## src/rtl/score_pkg.sv

```systemverilog
// Shared widths and constants for the score counter slice.
package score_pkg;
  localparam int         DIGIT_W    = 4;
  localparam logic [3:0] DIGIT_MAX  = 4'd9;
  localparam int         PTS_NORMAL = 1;
  localparam int         PTS_COMBO  = 2;
  localparam int         PEND_W     = 3;
  localparam logic [2:0] PEND_MAX   = 3'd7;
endpackage

```

## src/rtl/bcd_digit_inc.sv

```systemverilog
// One BCD digit of the ripple incrementer: adds the incoming carry and
// wraps 9 -> 0 with a carry out.
module bcd_digit_inc
  import score_pkg::*;
(
  input  logic [DIGIT_W-1:0] i_digit,
  input  logic               i_carry,
  output logic [DIGIT_W-1:0] o_digit,
  output logic               o_carry
);

  // Increment by the carry, wrapping at DIGIT_MAX.
  always_comb begin
    o_digit = i_digit;
    o_carry = 1'b0;
    if (i_carry) begin
      if (i_digit == DIGIT_MAX) begin
        o_digit = '0;
        o_carry = 1'b1;
      end else begin
        o_digit = i_digit + 4'd1;
      end
    end
  end

endmodule

```

## src/rtl/score_counter.sv

```systemverilog
// BCD score counter: turns hit/miss pulses into points, tracks a combo,
// and drains pending points one unit per clock into a saturating BCD score.
module score_counter #(
  parameter int DIGITS       = 4,
  parameter int COMBO_THRESH = 4,
  parameter int COMBO_W      = 4
) (
  input  logic                  CLOCK,
  input  logic                  RESET,
  input  logic                  HIT,
  input  logic                  MISS,
  input  logic                  CLEAR,
  output logic [4*DIGITS-1:0]   SCORE,
  output logic [COMBO_W-1:0]    COMBO,
  output logic                  BUSY,
  output logic                  SAT
);
  import score_pkg::*;

  localparam logic [COMBO_W-1:0] C_THRESH    = COMBO_W'(COMBO_THRESH);
  localparam logic [COMBO_W-1:0] C_COMBO_MAX = '1;

  logic                  r_hit_d;
  logic                  r_miss_d;
  logic [4*DIGITS-1:0]   r_score;
  logic [COMBO_W-1:0]    r_combo;
  logic [PEND_W-1:0]     r_pend;
  logic                  r_busy;
  logic                  r_sat;

  logic                  w_hit_rise;
  logic                  w_miss_rise;
  logic                  w_drain;
  logic [1:0]            w_pts;
  logic [PEND_W:0]       w_pend_sum;
  logic [PEND_W-1:0]     w_pend_next;
  logic [DIGITS:0]       w_carry;
  logic [4*DIGITS-1:0]   w_score_inc;
  logic                  w_all9;

  assign w_hit_rise  = HIT & ~r_hit_d;
  assign w_miss_rise = MISS & ~r_miss_d;
  assign w_drain     = (r_pend != '0);

  // Ripple chain always adds one; a carry out of the top digit means
  // every digit was 9, which is exactly the saturation condition.
  assign w_carry[0] = 1'b1;
  for (genvar g = 0; g < DIGITS; g++) begin : g_digit
    bcd_digit_inc u_digit (
      .i_digit (r_score[g*DIGIT_W +: DIGIT_W]),
      .i_carry (w_carry[g]),
      .o_digit (w_score_inc[g*DIGIT_W +: DIGIT_W]),
      .o_carry (w_carry[g+1])
    );
  end
  assign w_all9 = w_carry[DIGITS];

  // Points for this cycle and the clipped pending count; miss and clear
  // both suppress any hit in the same cycle.
  always_comb begin
    w_pts = 2'd0;
    if (!CLEAR && !w_miss_rise && w_hit_rise) begin
      w_pts = (r_combo >= C_THRESH) ? 2'(PTS_COMBO) : 2'(PTS_NORMAL);
    end
    w_pend_sum  = {1'b0, r_pend} + {2'b00, w_pts} - {3'b000, w_drain};
    w_pend_next = (w_pend_sum > {1'b0, PEND_MAX}) ? PEND_MAX
                                                   : w_pend_sum[PEND_W-1:0];
  end

  // State update: reset, then clear, then combo/pending/score progress.
  always_ff @(posedge CLOCK) begin
    if (RESET) begin
      r_hit_d  <= 1'b0;
      r_miss_d <= 1'b0;
      r_score  <= '0;
      r_combo  <= '0;
      r_pend   <= '0;
      r_busy   <= 1'b0;
      r_sat    <= 1'b0;
    end else begin
      r_hit_d  <= HIT;
      r_miss_d <= MISS;
      if (CLEAR) begin
        r_score <= '0;
        r_combo <= '0;
        r_pend  <= '0;
        r_busy  <= 1'b0;
        r_sat   <= 1'b0;
      end else begin
        r_pend <= w_pend_next;
        r_busy <= (w_pend_next != '0);
        if (w_miss_rise) begin
          r_combo <= '0;
        end else if (w_hit_rise && (r_combo != C_COMBO_MAX)) begin
          r_combo <= r_combo + 1'b1;
        end
        if (w_drain) begin
          if (w_all9) begin
            r_sat <= 1'b1;
          end else begin
            r_score <= w_score_inc;
          end
        end
      end
    end
  end

  assign SCORE = r_score;
  assign COMBO = r_combo;
  assign BUSY  = r_busy;
  assign SAT   = r_sat;

endmodule

```

## config.mk

```make
export PLATFORM = sky130hd
export DESIGN_NAME = score_counter
export DESIGN_NICKNAME = d
export VERILOG_FILES = /design/src/rtl/score_pkg.sv /design/src/rtl/bcd_digit_inc.sv /design/src/rtl/score_counter.sv
export SDC_FILE = /design/constraint.sdc
export NUM_CORES = 1
export LEC_CHECK = 0
export CORE_ASPECT_RATIO = 1.75
export CORE_UTILIZATION = 55
export CTS_BUF_LIST = sky130_fd_sc_hd__clkbuf_8 sky130_fd_sc_hd__clkbuf_16
export DETAILED_ROUTE_END_ITERATION = 10
export PLACE_DENSITY_LB_ADDON = 0.25
export SYNTH_ARGS = -nofsm -noshare
export SYNTH_HDL_FRONTEND = slang
export SYNTH_SLANG_ARGS = --single-unit
```

## constraint.sdc

```tcl
create_clock -name CLOCK -period 3.2 [get_ports CLOCK]
set_clock_uncertainty 0.05 [all_clocks]
set_input_delay 0.48 -clock CLOCK [delete_from_list [all_inputs] [get_ports CLOCK]]
set_output_delay 0.48 -clock CLOCK [all_outputs]
set_load 0.01 [all_outputs]
```

# After elaboration in Yosys (flattened, before gate mapping)
# Index checks and enable logic that the tools add are counted.
[classes]
div = 0
eq_ne = 5
magnitude_cmp = 2
addsub = 7
mul = 0
muxes = 14
n_bitwise = 5
shifts = 0
reduce_logical = 14
[op_table]
columns = ["op", "count"]
rows = [
  ["4-bit by 1-bit adder with 4-bit output (second input constant)", 5],
  ["4-bit equality test (second input constant)", 4],
  ["4-bit 2-to-1 mux", 4],
  ["3-bit AND reduction", 3],
  ["1-bit 2-to-1 mux", 7],
  ["3-bit nonzero test", 2],
  ["3-bit by 2-bit adder with 4-bit output", 1],
  ["4-bit by 3-bit >= comparator with 1-bit output (second input constant)", 1],
  ["4-bit by 3-bit > comparator with 1-bit output (second input constant)", 1],
  ["2-bit 2-to-1 mux", 2],
  ["4-bit != test (second input constant)", 1],
  ["2-bit AND reduction", 2],
  ["4-bit by 1-bit subtractor with 4-bit output", 1],
  ["1-bit logical AND", 3],
  ["3-bit 2-to-1 mux", 1],
  ["1-bit inverter", 3],
  ["3-bit OR reduction", 1],
  ["1-bit bitwise AND", 2],
  ["1-bit zero test", 2],
  ["2-bit OR reduction", 1],
]
[word_totals]
word_cells = 57
ramBits = 0
input_bits = 5
reg_bits = 27
mem_count = 0
mem_bits_ro = 0
latch_bits = 0

# Depth between registers and ports, before layout
[depth]
ltp_word = 11
ltp_mapped = 11

# Cells and area by module
# From an unflattened synthesis, not the netlist that was laid out.
[hier_totals]
cells_unflattened = 197
hier_area_um2 = 1637.8
[by_module_without_submodules]
columns = ["mod", "n_inst", "seq_area_each_um2", "area_per_inst_um2", "cells_per_inst"]
rows = [
  ["score_counter", 1, 540.5, 1267.5, 145],
  ["bcd_digit_inc", 4, 0.0, 92.6, 13],
]

# Least setup slack after synthesis
# No wires, ideal clock.
[synth_timing]
path_type = "input to register"
start = "input port MISS"
end = "register r_busy, in the netlist BUSY"
arrival_ps = 2113
stages = 11
setup_slack_ps = 907
t_required_ps = 3020
path_buffers = 0
cell_sequence = "inv_1 > nor2_1 > nor3_1 > o21ai_0 > ha_1 > inv_1 > ha_1 > a21o_1 > a21oi_1 > xnor2_1 > a31oi_1"
[synth_via]
elab_chain_len = 10
[synth_lines]
columns = ["element", "line", "rtl"]
rows = [
  ["start: declaration", "score_counter.sv:11", "input logic MISS,"],
  ["1-bit bitwise AND *", "score_counter.sv:42", "assign w_miss_rise = MISS & ~r_miss_d;"],
  ["1-bit zero test *", "score_counter.sv:62", "if (!CLEAR && !w_miss_rise && w_hit_rise) begin"],
  ["1-bit logical AND * (2 in series)", "score_counter.sv:62", ""],
  ["2-bit 2-to-1 mux *", "score_counter.sv:62", ""],
  ["3-bit by 2-bit adder with 4-bit output *", "score_counter.sv:65", "w_pend_sum = {1'b0, r_pend} + {2'b00, w_pts} - {3'b000, w_drain};"],
  ["4-bit by 1-bit subtractor with 4-bit output *", "score_counter.sv:65", ""],
  ["4-bit by 3-bit > comparator with 1-bit output", "score_counter.sv:66", "w_pend_next = (w_pend_sum > {1'b0, PEND_MAX}) ? PEND_MAX"],
  ["3-bit 2-to-1 mux *", "score_counter.sv:66", ""],
  ["3-bit nonzero test *", "score_counter.sv:91", "r_busy <= (w_pend_next != '0);"],
  ["end signal: assignment", "score_counter.sv:91", ""],
  ["end: declaration", "score_counter.sv:28", "logic r_busy;"],
]
# Mark *: on every way between the ends. The rest lies on a longest branch, timed or not.
# A chain may end at the register's enable or synchronous reset.

# Worst setup path after layout
[layout_timing]
start = "input port HIT"
end = "register r_pend[1]"
[layout_via]
elab_chain_len = 7
[layout_lines]
columns = ["element", "line", "rtl"]
rows = [
  ["start: declaration", "score_counter.sv:10", "input logic HIT,"],
  ["1-bit bitwise AND *", "score_counter.sv:41", "assign w_hit_rise = HIT & ~r_hit_d;"],
  ["1-bit logical AND *", "score_counter.sv:62", ""],
  ["2-bit 2-to-1 mux *", "score_counter.sv:62", ""],
  ["3-bit by 2-bit adder with 4-bit output *", "score_counter.sv:65", ""],
  ["4-bit by 1-bit subtractor with 4-bit output *", "score_counter.sv:65", ""],
  ["4-bit by 3-bit > comparator with 1-bit output", "score_counter.sv:66", ""],
  ["3-bit 2-to-1 mux *", "score_counter.sv:66", ""],
  ["end signal: assignment", "score_counter.sv:90", "r_pend <= w_pend_next;"],
  ["end: declaration", "score_counter.sv:27", "logic [PEND_W-1:0] r_pend;"],
]
# Marked as above.

==> out/metrics.csv <==
metric,value,unit
Comb pwr share,0.413,
Mapped Area,1410,µm²
Synth area leader,dfxtp_1,
CTS tree,yes,
Routed Antenna Nets,0,
total gr overflow,0,
fin crit period,2820,ps
synth warn,0,
Pleak,0.629,nW
P&R area growth vs syn,23.1,%
post-detail-place hpwl,2420,µm
initial core utilization,0.574,
post-route setup TNS,0,ps
first-pass GRT wire length,5080,µm
Worst EP arrival,2940,ps
VDD IR-drop max,0.449,mV
Post-synth EDFFs,0,
Mean Syn Cell Area,9.06,µm²
Port Buf Inserts,26,
clk_lat worst skew,270,ps
Yosys cell types,46,
drt via density,6.10,
Slowest cell on crit path,clkdlybuf4s50_1,
WHS Path Cells,2,
CP Capture Type,flip-flop,
initial antenna violation count,0,
I/O pin total,27,
die extent in x,40.3,µm
CP Buf/Inv Count,2,
status,completed,
"Hold Violations, Final",0,
Net Sw Frac,0.372,
number of global-route vias before repair,1240,
Reg2Reg Depth,10,
Critical Path Max Stage Delay,510,ps
largest cells by area after synthesis,"dfxtp_1, ha_1, nor2_1",
Startpoint Class,input pin,
Post-Route Utilization,0.706,
Post-Route WL,3160,µm
Filler cells,208,
Die H,69.0,µm
H-tree depth,1,
Die Area,2780,µm²
Synth Register Bits,27,
share of cells above drive strength 1,0.0924,
CTS sink count,27,
hold buffer count at cts,0,
crit path max fanout,4,
worst slew pin tran,505,ps
Main synth FF type,dfxtp_1,
most common cell in the netlist,dfxtp_1,
net switching power figure,0.000370,W
postcts setup bufs,0,
CTS max path bufs,2,
core area,2460,µm²
normalized max-slew margin,0.660,
drt wl/cell,15.0,µm
"Slew Viols, Final",0,
Mapped Cells,156,
clock transition at the registers of the reported paths,90,ps
Pwr Total,0.000997,W
critical path's top delay family,compound AO/OA/AOI/OAI gates,
clock share of power,0.188,
max cap viols,0,
RSZ-0062 raised after global routing,no,
Synth top area share,0.383,
Setup Viol. Count Final,0,
Tcrit/Tclk final,0.883,
post_cts resized,0,
Critical Path Stages,11,
worst-path cell chain,"clkdlybuf4s50_1, nand2b_1, nor3_1, o21ai_0, ha_1, inv_1, ha_1, a21o_1, a21oi_1, xnor2_1, o21a_1",
Total GRT Usage,0.250,
root buffer cell,clkbuf_8,
Remaining DRCs,0,
Int Pwr,0.000626,W
PD cells,573,nW/µm²
most frequent CP cell,ha_1,
First DRT Iteration DRCs,31,
DR vias,1281,
Mapped Nets,168,
ANT cells,0,
row cnt,24,
TritonCTS Buffers,3,
gpl congestion,0.790,
post-synthesis sequential area ratio,0.383,
critical path class,in -> reg,
sequential share of power,0.399,
Hold Path Class,reg -> reg,
Initial DRT Pass Iterations,4,
FMAX,354,MHz
hold_ws,437,ps
dpl ws,170,ps
worst setup margin,375,ps
ys async rst share,0,
Layout Nets,197,
pin count of the biggest net entering global routing,18,
"Data required, critical path",3320,ps
top post-synthesis cells by count,"dfxtp_1, nor2_1, inv_1, a21oi_1, xnor2_1",
layer usage:
layer  vias up  share of wire  global-route usage
met4         0          0.011              0.0852
met1       627           0.38               0.231
met2        30           0.58               0.480
met5         -              0                   0
li1        618              -                   -
met3         6          0.026              0.0418
power by group through the flow:
stage / Clock, W / Sequential (W) / Combinational, W
3_3_place_gp: 0 / 0.000403 / 0.000388
2_1_floorplan: 0 / 0.000401 / 0.000307
6_report: 0.000188 / 0.000397 / 0.000412
4_1_cts: 0.000193 / 0.000397 / 0.000411
5_1_grt: 0.000208 / 0.000401 / 0.000458
3_5_place_dp: 0 / 0.000406 / 0.000408
through the flow:
stage	std cells	instance area, µm²
final	210	1740
after global routing	210	1740
after CTS	210	1740
after detailed placement	206	1690
after global placement	206	1690
after floorplan	156	1410
flip-flops by register name, indices dropped and copies added, names as in the netlist:
| register | flops |
|---|---|
| SAT | 1 |
| SCORE | 16 |
| r_pend | 3 |
| r_hit_d | 1 |
| BUSY | 1 |
| COMBO | 4 |
| r_miss_d | 1 |
worst paths after layout:
path,endpoint,startpoint,slack [ps]
worst max register to register,r_pend[1]$_SDFF_PP0_,r_hit_d$_SDFF_PP0_,710
worst min register to register,SAT$_SDFFE_PP0P_,SAT$_SDFFE_PP0P_,440
worst max-delay path,r_pend[1]$_SDFF_PP0_,HIT,380
worst min-delay path,SAT$_SDFFE_PP0P_,SAT$_SDFFE_PP0P_,440
tightest hold or removal path, cell delays in order, from the launching register on:
cell	delay (ps)
dfxtp_1	340
a21oi_1	40
nor2_1	70
placed cells by master (no fill, tap or decap), drive strengths merged, types with 2 or more instances in the layout:
cell	Yosys	layout
xnor2	7	7
a21oi	10	10
inv	14	15
nor3	7	7
clkbuf	2	3
and4bb	3	3
a211o	2	2
nand4	5	5
or3	2	2
a31oi	4	4
xor2	2	2
ha	6	6
nand3	6	6
o21a	2	2
o21ai	6	6
dfxtp	27	27
mux2i	3	3
nand2	6	6
clkdlybuf4s50	0	26
a311oi	2	2
nor2	19	19
final cells by class:
| type | instances | area, µm² | area share |
|---|---|---|---|
| clock buffers | 3 | 41.3 | 0.0237 |
| clock inverters | 1 | 3.75 | 0.00216 |
| inverters | 14 | 52.6 | 0.0302 |
| multi-input cells | 112 | 801 | 0.460 |
| flip-flops and latches | 27 | 541 | 0.311 |
| well taps | 26 | 32.5 | 0.0187 |
| repair buffers | 27 | 268 | 0.154 |
cell families after synthesis:
family	share of synthesized area
flip-flops	0.383
AND/OR/NAND/NOR	0.258
XOR/XNOR	0.0558
multiplexers	0.0213
AO/OA/AOI/OAI	0.165
buffers and inverters	0.0505
adder cells (fa/ha/maj)	0.0673
Note: power is estimated with default switching activity, not from simulation.
